===== src/rtl/jtframe_vidgen.sv =====
// Programmable video timing generator: H/V counters plus registered blanking and sync.
// Optional raster interrupt is built only when JTFRAME_VIDGEN_IRQ_EN is defined.
module jtframe_vidgen #(
    parameter int CNTW     = 10,
    parameter int HTOTAL   = 384,
    parameter int HB_START = 256,
    parameter int HB_END   = 0,
    parameter int HS_START = 288,
    parameter int HS_END   = 320,
    parameter int VTOTAL   = 264,
    parameter int VB_START = 240,
    parameter int VB_END   = 16,
    parameter int VS_START = 244,
    parameter int VS_END   = 248
) (
    input  logic            clk,
    input  logic            rst,
    input  logic            pxl_cen,
    output logic [CNTW-1:0] H,
    output logic [CNTW-1:0] V,
    output logic            LHBL,
    output logic            LVBL,
    output logic            HS,
    output logic            VS,
    output logic            frame,
    input  logic [CNTW-1:0] irq_line,
    input  logic            irq_ack,
    output logic            irq
);

    localparam logic [CNTW-1:0] L_HLAST = CNTW'(HTOTAL - 1);
    localparam logic [CNTW-1:0] L_VLAST = CNTW'(VTOTAL - 1);
    localparam logic [CNTW-1:0] L_HBS   = CNTW'(HB_START);
    localparam logic [CNTW-1:0] L_HBE   = CNTW'(HB_END);
    localparam logic [CNTW-1:0] L_HSS   = CNTW'(HS_START);
    localparam logic [CNTW-1:0] L_HSE   = CNTW'(HS_END);
    localparam logic [CNTW-1:0] L_VBS   = CNTW'(VB_START);
    localparam logic [CNTW-1:0] L_VBE   = CNTW'(VB_END);
    localparam logic [CNTW-1:0] L_VSS   = CNTW'(VS_START);
    localparam logic [CNTW-1:0] L_VSE   = CNTW'(VS_END);

    // A window with start > end wraps through zero; start == end is empty.
    function automatic logic f_win(input logic [CNTW-1:0] c,
                                   input logic [CNTW-1:0] s,
                                   input logic [CNTW-1:0] e);
        if (s < e)
            f_win = (c >= s) && (c < e);
        else if (s > e)
            f_win = (c >= s) || (c < e);
        else
            f_win = 1'b0;
    endfunction

    logic [CNTW-1:0] r_h, r_v;
    logic            r_lhbl, r_lvbl, r_hs, r_vs, r_frame;
    logic [CNTW-1:0] w_hn, w_vn;
    logic            w_hwrap, w_vwrap;

    always_comb begin
        w_hn    = r_h + 1'b1;
        w_vn    = r_v;
        w_hwrap = 1'b0;
        w_vwrap = 1'b0;
        if (r_h == L_HLAST) begin
            w_hn    = '0;
            w_hwrap = 1'b1;
            if (r_v == L_VLAST) begin
                w_vn    = '0;
                w_vwrap = 1'b1;
            end else begin
                w_vn = r_v + 1'b1;
            end
        end
    end

    // Status flags are decoded from the next counter values so they line up with H/V.
    always_ff @(posedge clk) begin
        if (rst) begin
            r_h     <= '0;
            r_v     <= '0;
            r_frame <= 1'b0;
            r_lhbl  <= ~f_win('0, L_HBS, L_HBE);
            r_hs    <=  f_win('0, L_HSS, L_HSE);
            r_lvbl  <= ~f_win('0, L_VBS, L_VBE);
            r_vs    <=  f_win('0, L_VSS, L_VSE);
        end else if (pxl_cen) begin
            r_h     <= w_hn;
            r_v     <= w_vn;
            r_frame <= r_frame ^ w_vwrap;
            r_lhbl  <= ~f_win(w_hn, L_HBS, L_HBE);
            r_hs    <=  f_win(w_hn, L_HSS, L_HSE);
            r_lvbl  <= ~f_win(w_vn, L_VBS, L_VBE);
            r_vs    <=  f_win(w_vn, L_VSS, L_VSE);
        end
    end

    assign H     = r_h;
    assign V     = r_v;
    assign LHBL  = r_lhbl;
    assign LVBL  = r_lvbl;
    assign HS    = r_hs;
    assign VS    = r_vs;
    assign frame = r_frame;

`ifdef JTFRAME_VIDGEN_IRQ_EN
    logic r_irq;

    // Setting has priority over an acknowledge on the same edge.
    always_ff @(posedge clk) begin
        if (rst)
            r_irq <= 1'b0;
        else if (pxl_cen && w_hwrap && (w_vn == irq_line))
            r_irq <= 1'b1;
        else if (irq_ack)
            r_irq <= 1'b0;
    end

    assign irq = r_irq;
`else
    logic w_unused_irq;
    assign w_unused_irq = ^{irq_line, irq_ack};
    assign irq          = 1'b0;
`endif

endmodule


===== config.mk =====
export PLATFORM = sky130hd
export DESIGN_NAME = jtframe_vidgen
export DESIGN_NICKNAME = d
export VERILOG_FILES = /design/src/rtl/jtframe_vidgen.sv
export SDC_FILE = /design/constraint.sdc
export NUM_CORES = 1
export LEC_CHECK = 0
export ABC_AREA = 1
export BUFFER_PORTS_ARGS = -buffer_cell sky130_fd_sc_hd__buf_2
export CORE_AREA = 2 2 47 81
export CTS_CLUSTER_DIAMETER = 60
export CTS_CLUSTER_SIZE = 16
export DETAILED_ROUTE_END_ITERATION = 8
export DIE_AREA = 0 0 49 83
export PLACE_DENSITY = 0.71
export SLEW_MARGIN = 15
export SYNTH_ARGS = -nofsm -noshare
export SYNTH_HDL_FRONTEND = slang
export SYNTH_SLANG_ARGS = --single-unit

===== constraint.sdc =====
create_clock -name clk -period 3.97 [get_ports clk]
set_clock_uncertainty 0.1 [all_clocks]
set_input_delay 1.191 -clock clk [delete_from_list [all_inputs] [get_ports clk]]
set_output_delay 1.191 -clock clk [all_outputs]
set_load 0.02 [all_outputs]

==> Word-level counts from Yosys, hierarchy flattened <==
Cells that the tools add are included.
{ "word_totals": {"word_cells": 35, "out_inout_bits": 26, "inputBits": 14, "mem_count": 0, "ram_bits": 0, "mem_bits_ro": 0, "latch_bits": 0, "reg_bits": 25} }
{ "classes": {"mux": 9, "magnitude_cmp": 8, "n_eq_ne": 2, "reduce_logical": 4, "shift": 0, "multipliers": 0, "div_mod_pow": 0, "addsub": 2, "n_bitwise": 3} }
{ "ops": {"columns": ["cell", "n"], "rows": [
  ["two-way mux 10 bit", 3],
  ["adder 10 x 1 -> 10 bit, second input constant", 2],
  ["equality test 10 x 9 -> 1 bit, second input constant", 2],
  [">= comparator 10 x 8 -> 1 bit, second input constant", 2],
  [">= comparator 10 x 9 -> 1 bit, second input constant", 2],
  ["less-than comparator 10 x 1 -> 1 bit, second input constant", 1],
  ["less-than comparator 10 x 5 -> 1 bit, second input constant", 1],
  ["less-than comparator 10 x 8 -> 1 bit, second input constant", 1],
  ["less-than comparator 10 x 9 -> 1 bit, second input constant", 1],
  ["two-way mux 1 bit", 6],
  ["logical AND 1 bit", 2],
  ["logical OR 1 bit", 2],
  ["NOT 1 bit", 2],
  ["bitwise XOR 1 bit", 1]
]} }

==> Longest topological paths before layout <==
Gate-level depths: netlist of the first run.
{ "depth": {"ltp_word": 8, "mapped_depth": 12, "ltp_nobuf": 12} }

==> Least setup slack after synthesis of the first run <==
Ideal clock, no wire load.
{ "synth_timing": {"path_kind": "in2reg", "start": "input pxl_cen", "end": "register r_lvbl (netlist: LVBL)", "path_stages": 5, "t_arrival_ns": 1.948, "setup_slack_ns": 1.855, "path_buffers": 2, "setup_time_ns": 0.067, "required_time_ns": 3.803, "path_cell_list": "buf_4 > inv_1 > clkbuf_1 > nand2_1 > a21oi_2"} }
{ "synth_lines": {"columns": ["element", "line", "text"], "rows": [
  ["from (decl)", "18", "input logic pxl_cen,"],
  ["to (signal assigned)", "84", "r_lvbl <= ~f_win('0, L_VBS, L_VBE);"],
  ["to (signal assigned)", "92", "r_lvbl <= ~f_win(w_vn, L_VBS, L_VBE);"],
  ["to (decl)", "55", "logic r_lhbl, r_lvbl, r_hs, r_vs, r_frame;"]
]} }

==> out/metrics.csv, run 1 <==
stage,metric,value,unit
setup_path,cpPeakStageDelay,0.39,ns
sta,tns,0,ns
sta,drv_slew,0,
grt,grt_antenna_before_repair,0,
setup_path,r2r_end,LVBL$_SDFFE_PP0P_,
power_and_ir_drop,p_sw_share,28.1,%
power_and_ir_drop,p_clk_share,30.8,%
die,initial_core_util,43.1,%
synthesis,mappedNetlistArea,1460,sq um
clock_network,clock_sinks,25,
synthesis,yosysSeqAreaShare,34.2,%
synthesis,synth_cell_types,29,
synthesis,yosysWarnings,0,
clock_network,ctsRootBufferMaster,clkbuf_8,
setup_path,r2r_start,H[0]$_SDFFE_PP0P_,
synthesis,syn_inst,219,
setup_path,crit_arrival,2.44,ns
drt,wl,3.41,mm
layout,num_antenna_cells,0,
layout,layout_commonest_cell,nand2_1,
power_and_ir_drop,p_seq_share,55.4,%
worst_hold_path,min_path_cells,2,
place,port_buffers,27,
clock_network,hold_buffers,0,
synthesis,syn_avg_cell_area,6.68,sq um
setup_path,startpoint_type,primary input,
status,outcome,"finished, final reports clean",
clock_network,cts.clk_slew.worst_paths,0.09,ns
power_and_ir_drop,p_leak,0.753,nW
clock_network,post_cts_buffers,0,
setup_path,cp_cell_sequence,buf_2 > inv_1 > or2_2 > a21oi_1,
grt,grt_pass1_vias,1376,
drt,drc,0,
clock_network,htreeDepth,1,
place,dpl_cell_area,1610,sq um
power_and_ir_drop,ir_worst_vdd,0.243,mV
drt,vias_per_cell,5.20,
setup_path,slowest_stage,buf_2,
grt,grt_max_degree,30,
clock_network,clk-insertion-delay-late,0.27,ns
sta,finalSetupViolations,0,
layout,final_cell_mix,"nand2_1, buf_2, dfxtp_1, inv_1, a21oi_1",
clock_network,cts_resized,0,
layout,syn_to_final_growth,12.8,%
power_and_ir_drop,p_int,0.000353,W
clock_network,numCtsBuffers,3,
layout,drive_gt1_share,18.6,%
drt,drtIter0Drc,41,
setup_path,crit_type,primary input to flop,
die,die_width,49,um
grt,track_usage,17.4,%
die,die_h,83,um
die,core_area,3400,sq um
drt,vias,1491,
power_and_ir_drop,power.density,298,nW/um^2
worst_hold_path,hold_path_end,HS$_SDFFE_PP0P_,
die,row_count,28,
setup_path,critPathMaxFanout,29,
place,gp_congestion,0.856,
sta,hold_viol_final,0,
drt,antenna_left,0,
grt,grt_overflow,0,
setup_path,ff2ff_path_depth,12,
layout,nets,259,
layout,multi_input_area,828,sq um
sta,max_freq,429,MHz
drt,drtPass1Iterations,4,
die,dieArea,4070,sq um
grt,grt_pass1_wl,5.68,mm
power_and_ir_drop,combPwrFrac,13.8,%
clock_network,clockBufferDepth,2,
drt,routedWlPerCell,11.9,um
setup_path,cp.required,4.08,ns
worst_hold_path,hold_path.class,flop to flop,
synthesis,yosys_register_bits,25,
sta,fin_crit_sh,58.7,%
clock_network,cts_tree,yes,
synthesis,synthesis.nets,235,
layout,seq_area,500,sq um
sta,rsz0062_at_grt,no,
setup_path,rrSetupSlack,1.75,ns
place,hpwl,2.57,mm
layout,fin_area,1650,sq um
layout,nFillCells,379,
worst_hold_path,hp-start,HS$_SDFFE_PP0P_,
setup_path,end_kind,flop,
layout,final_util,48.6,%
power_and_ir_drop,p_sw,0.000138,W
sta,period_needed,2.33,ns
flow_run,maxCapViolCount,0,
die,io_pins,40,
kinds of logic after synthesis:
family,count (synthesis),share of synthesized area (%)
flip-flops,25,34.2
XOR/XNOR,1,0.598
AND/OR/NAND/NOR,114,36.7
other,1,0.256
AO/OA/AOI/OAI,45,17.4
buffers and inverters,31,9.23
adder cells (fa/ha/maj),2,1.71
per-stage QoR:
stage / setup slack, ns / hold slack [ns] / cells / total power, W
finish: 1.64 / 0.366 / 287 / 0.000492
global route: 1.48 / 0.381 / 287 / 0.000515
CTS: 1.63 / 0.369 / 287 / 0.000497
detailed placement: 1.34 / 0.356 / 283 / 0.000346
global placement: 1.37 / 0.349 / 283 / 0.000345
floorplan: 1.85 / 0.445 / 219 / 0.000327
power by group through the flow:
stage / combinational [W] / clock, W / sequential (W)
floorplan: 0.0000401 / 0 / 0.000287
global placement: 0.0000672 / 0 / 0.000278
detailed placement: 0.0000683 / 0 / 0.000278
CTS: 0.0000684 / 0.000156 / 0.000272
global route: 0.0000752 / 0.000165 / 0.000274
finish: 0.0000679 / 0.000151 / 0.000272
worst max-delay path: cells and delay by family:
kind | cells | cell delay (ns)
buffers and inverters | 2 | 0.75
and+or+nand+nor | 1 | 0.37
AOI/OAI and AO/OA | 1 | 0.13
final cells by class:
class                      instances  share of cell area, %
timing repair buffer              27                   8.18
tap                               45                   3.41
multi-input combinational        163                   50.2
inverter                          23                   5.23
sequential                        25                   30.3
clock buffer                       4                   2.73
worst max path at each step:
stage	from	to	slack, ns
after global routing	pxl_cen	H[0]$_SDFFE_PP0P_	1.48
after global placement	pxl_cen	H[0]$_SDFFE_PP0P_	1.37
after detailed placement	pxl_cen	H[0]$_SDFFE_PP0P_	1.34
after floorplan	pxl_cen	LVBL$_SDFFE_PP0P_	1.85
after CTS	pxl_cen	H[0]$_SDFFE_PP0P_	1.63
final	pxl_cen	H[0]$_SDFFE_PP0P_	1.64
cell usage after synthesis, drive strengths merged:
cell	count	area, sq um
inv	23	86.3
and3	1	6.26
o21bai	2	15.0
clkbuf	5	18.8
nor3b	1	7.51
conb	1	3.75
ha	2	25.0
o21ai	15	75.1
a211oi	1	7.51
nand3b	1	7.51
a21o	1	15.0
buf	3	30.0
nor2	17	78.8
xor2	1	8.76
a21oi	24	128
nand3	21	125
nand4	4	25.0
nor3	6	30.0
or2	1	6.26
o211ai	1	7.51
a31oi	1	6.26
nand2	62	250
dfxtp	25	500
flip-flops by register name, indices dropped and copies added (netlist names):
signal and flops:
frame 1, LHBL 1, V 10, H 10, HS 1, VS 1
LVBL 1
routing by layer:
metal | GRT usage (%) | share of wire [%] | vias up
met4 | 10.4 | 4.0 | 0
met1 | 17.0 | 41 | 689
met5 | 0 | 0 | -
met2 | 33.9 | 53 | 25
li1 | - | - | 766
met3 | 1.26 | 2.4 | 11
Note: power is estimated with default switching activity, not from simulation.
==> run 2: changes to the inputs <==
==> constraint.sdc (replaced) <==
create_clock -name clk -period 2.4 [get_ports clk]
set_clock_uncertainty 0.1 [all_clocks]
set_input_delay 0.72 -clock clk [delete_from_list [all_inputs] [get_ports clk]]
set_output_delay 0.72 -clock clk [all_outputs]
set_load 0.02 [all_outputs]
==> run 2 against run 1 <==
  * Power grew 65%
  * Worst hold slack gained 0.0041 ns
  * Flip-flop and latch count is the same
  * First-iteration DRC count shrank 32%
  * Utilization grew 0.44 points
  * Final area grew 0.91%
  * Cell count grew 0.70%
  * Worst setup slack lost 1.3 ns
==> out/metrics.csv, run 2 (synthesis gave the netlist of run 1 again) <==
stage,metric,value,unit,change
status,outcome,"finished, final reports clean",,unchanged
die,die_h,83,um,unchanged
layout,layout_commonest_cell,nand2_1,,unchanged
clock_network,numCtsBuffers,3,,unchanged
grt,grt_pass1_wl,5.81,mm,was 5.68 mm
drt,routedWlPerCell,11.9,um,about the same
clock_network,clk-insertion-delay-late,0.27,ns,about the same
die,core_area,3400,sq um,unchanged
setup_path,cp.required,2.50,ns,was 4.08 ns
sta,period_needed,2.07,ns,
power_and_ir_drop,power.density,488,nW/um^2,was 298 nW/um^2
clock_network,cts_tree,yes,,unchanged
clock_network,post_cts_buffers,0,,unchanged
layout,drive_gt1_share,19.3,%,was 18.6%
sta,hold_viol_final,0,,unchanged
layout,final_cells,289,,was 287
layout,final_cell_mix,"nand2_1, buf_2, dfxtp_1, inv_1, a21oi_1",,unchanged
layout,fin_area,1670,sq um,was 1650 sq um
clock_network,hold_buffers,0,,unchanged
clock_network,clock_sinks,25,,unchanged
place,gp_congestion,0.886,,was 0.856
grt,track_usage,18.0,%,was 17.4%
setup_path,end_kind,flop,,unchanged
power_and_ir_drop,ir_worst_vdd,0.404,mV,was 0.243 mV
setup_path,worst-path-buf-inv,1,,was 2
clock_network,ctsRootBufferMaster,clkbuf_8,,unchanged
flow_run,maxCapViolCount,0,,unchanged
sta,rsz0062_at_grt,no,,unchanged
layout,num_antenna_cells,0,,unchanged
place,hpwl,2.62,mm,was 2.57 mm
drt,antenna_left,0,,unchanged
place,dpl.cell_count,285,,was 283
place,dpl_cell_area,1620,sq um,was 1610 sq um
power_and_ir_drop,p_leak,0.764,nW,was 0.753 nW
grt,grt_overflow,0,,unchanged
die,row_count,28,,unchanged
setup_path,crit_type,flop to flop,,was primary input to flop
clock_network,htreeDepth,1,,unchanged
sta,max_freq,483,MHz,
sta,drv_slew,0,,unchanged
drt,wl,3.43,mm,was 3.41 mm
drt,drtIter0Drc,28,,was 41
clock_network,cts.clk_slew.worst_paths,0.08,ns,was 0.09 ns
sta,finalSetupViolations,0,,unchanged
die,dieArea,4070,sq um,unchanged
clock_network,cts_resized,0,,unchanged
setup_path,slowest_stage,dfxtp_1,,was buf_2
layout,nets,261,,was 259
setup_path,path_delay_family,simple AND/OR/NAND/NOR gates,,was buffers and inverters
setup_path,critPathMaxFanout,10,,was 29
grt,grt_max_degree,19,,was 30
place,port_buffers,27,,unchanged
power_and_ir_drop,p_total,0.000813,W,was 0.000492 W
drt,vias_per_cell,5.16,,was 5.20
die,io_pins,40,,unchanged
sta,fin_crit_sh,86.3,%,
setup_path,startpoint_type,flop,,was primary input
setup_path,crit_arrival,2.17,ns,was 2.44 ns
clock_network,clockBufferDepth,2,,unchanged
die,die_width,49,um,unchanged
drt,vias,1490,,was 1491
die,initial_core_util,43.1,%,unchanged
setup_path,cp_cell_sequence,ha_1 > nand2_1 > nor2_4 > nand2_4 > nor2_4 > buf_4 > a21o_4 > nand3_2 > nor2_1 > nand3_1 > a21oi_1,,was buf_2 > inv_1 > or2_2 > a21oi_1
grt,grt_antenna_before_repair,0,,unchanged
worst_hold_path,hold_path.class,flop to flop,,unchanged
setup_path,cpMostUsedCell,nor2_4,,
setup_path,cpPeakStageDelay,0.40,ns,was 0.39 ns
sta,tns,0,ns,unchanged
grt,grt_pass1_vias,1329,,was 1376
layout,syn_to_final_growth,13.8,%,was 12.8%
drt,drc,0,,unchanged
drt,drtPass1Iterations,6,,was 4
[run 2: cell count changes in the layout (fill, tap and decap cells not counted), sizes merged]
cell / before / now
buf: 27 / 29
[run 2: final cells by class]
| type | instances | area (sq um) |
|---|---|---|
| flip-flops and latches | 25 | 500 |
| repair buffers | 29 | 150 |
| multi-input cells | 163 | 828 |
| well taps | 45 | 56.3 |
| clock buffers | 4 | 45.0 |
| inverters | 23 | 86.3 |
| fillers | 382 | 1730 |
[run 2: path summary, 6_finish.rpt]
check | from | end | slack (ns) | cells after the start
max | H[0]$_SDFFE_PP0P_ | VS$_SDFFE_PP0P_ | 0.33 | 11
min | HS$_SDFFE_PP0P_ | HS$_SDFFE_PP0P_ | 0.37 | 2
max reg2reg | H[0]$_SDFFE_PP0P_ | VS$_SDFFE_PP0P_ | 0.33 | 11
min reg2reg | HS$_SDFFE_PP0P_ | HS$_SDFFE_PP0P_ | 0.37 | 2
[run 2: worst min-delay path, stage by stage, from the launching register on]
cell and delay, ns:
dfxtp_1 0.32, nand2_1 0.06, a21oi_1 0.06
[run 2: where the power goes]
part / total (W) / leakage (nW) / switching, W / internal [W]
registers: 0.000450 / 0.204 / 0.0000196 / 0.000430
logic: 0.000113 / 0.537 / 0.0000768 / 0.0000366
clock network: 0.000250 / 0.0228 / 0.000131 / 0.000119
total: 0.000813 / 0.764 / 0.000227 / 0.000586
[run 2: layer usage]
| layer | vias to the layer above | GRT usage (%) | wire length [um] |
|---|---|---|---|
| met5 | - | 0 | 0 |
| met4 | 0 | 10.1 | 112 |
| met3 | 8 | 1.98 | 62 |
| met2 | 24 | 33.0 | 1840 |
| met1 | 692 | 19.4 | 1410 |
| li1 | 766 | - | - |
[run 2: metrics by stage]
step | hold WS [ns] | util [%] | setup slack [ns]
after floorplan | 0.445 | - | 0.495
after global placement | 0.359 | 47.7 | 0.357
after detailed placement | 0.362 | 47.7 | 0.347
after CTS | 0.375 | 49.0 | 0.318
after global routing | 0.401 | 49.0 | 0.0978
final | 0.370 | 49.0 | 0.329
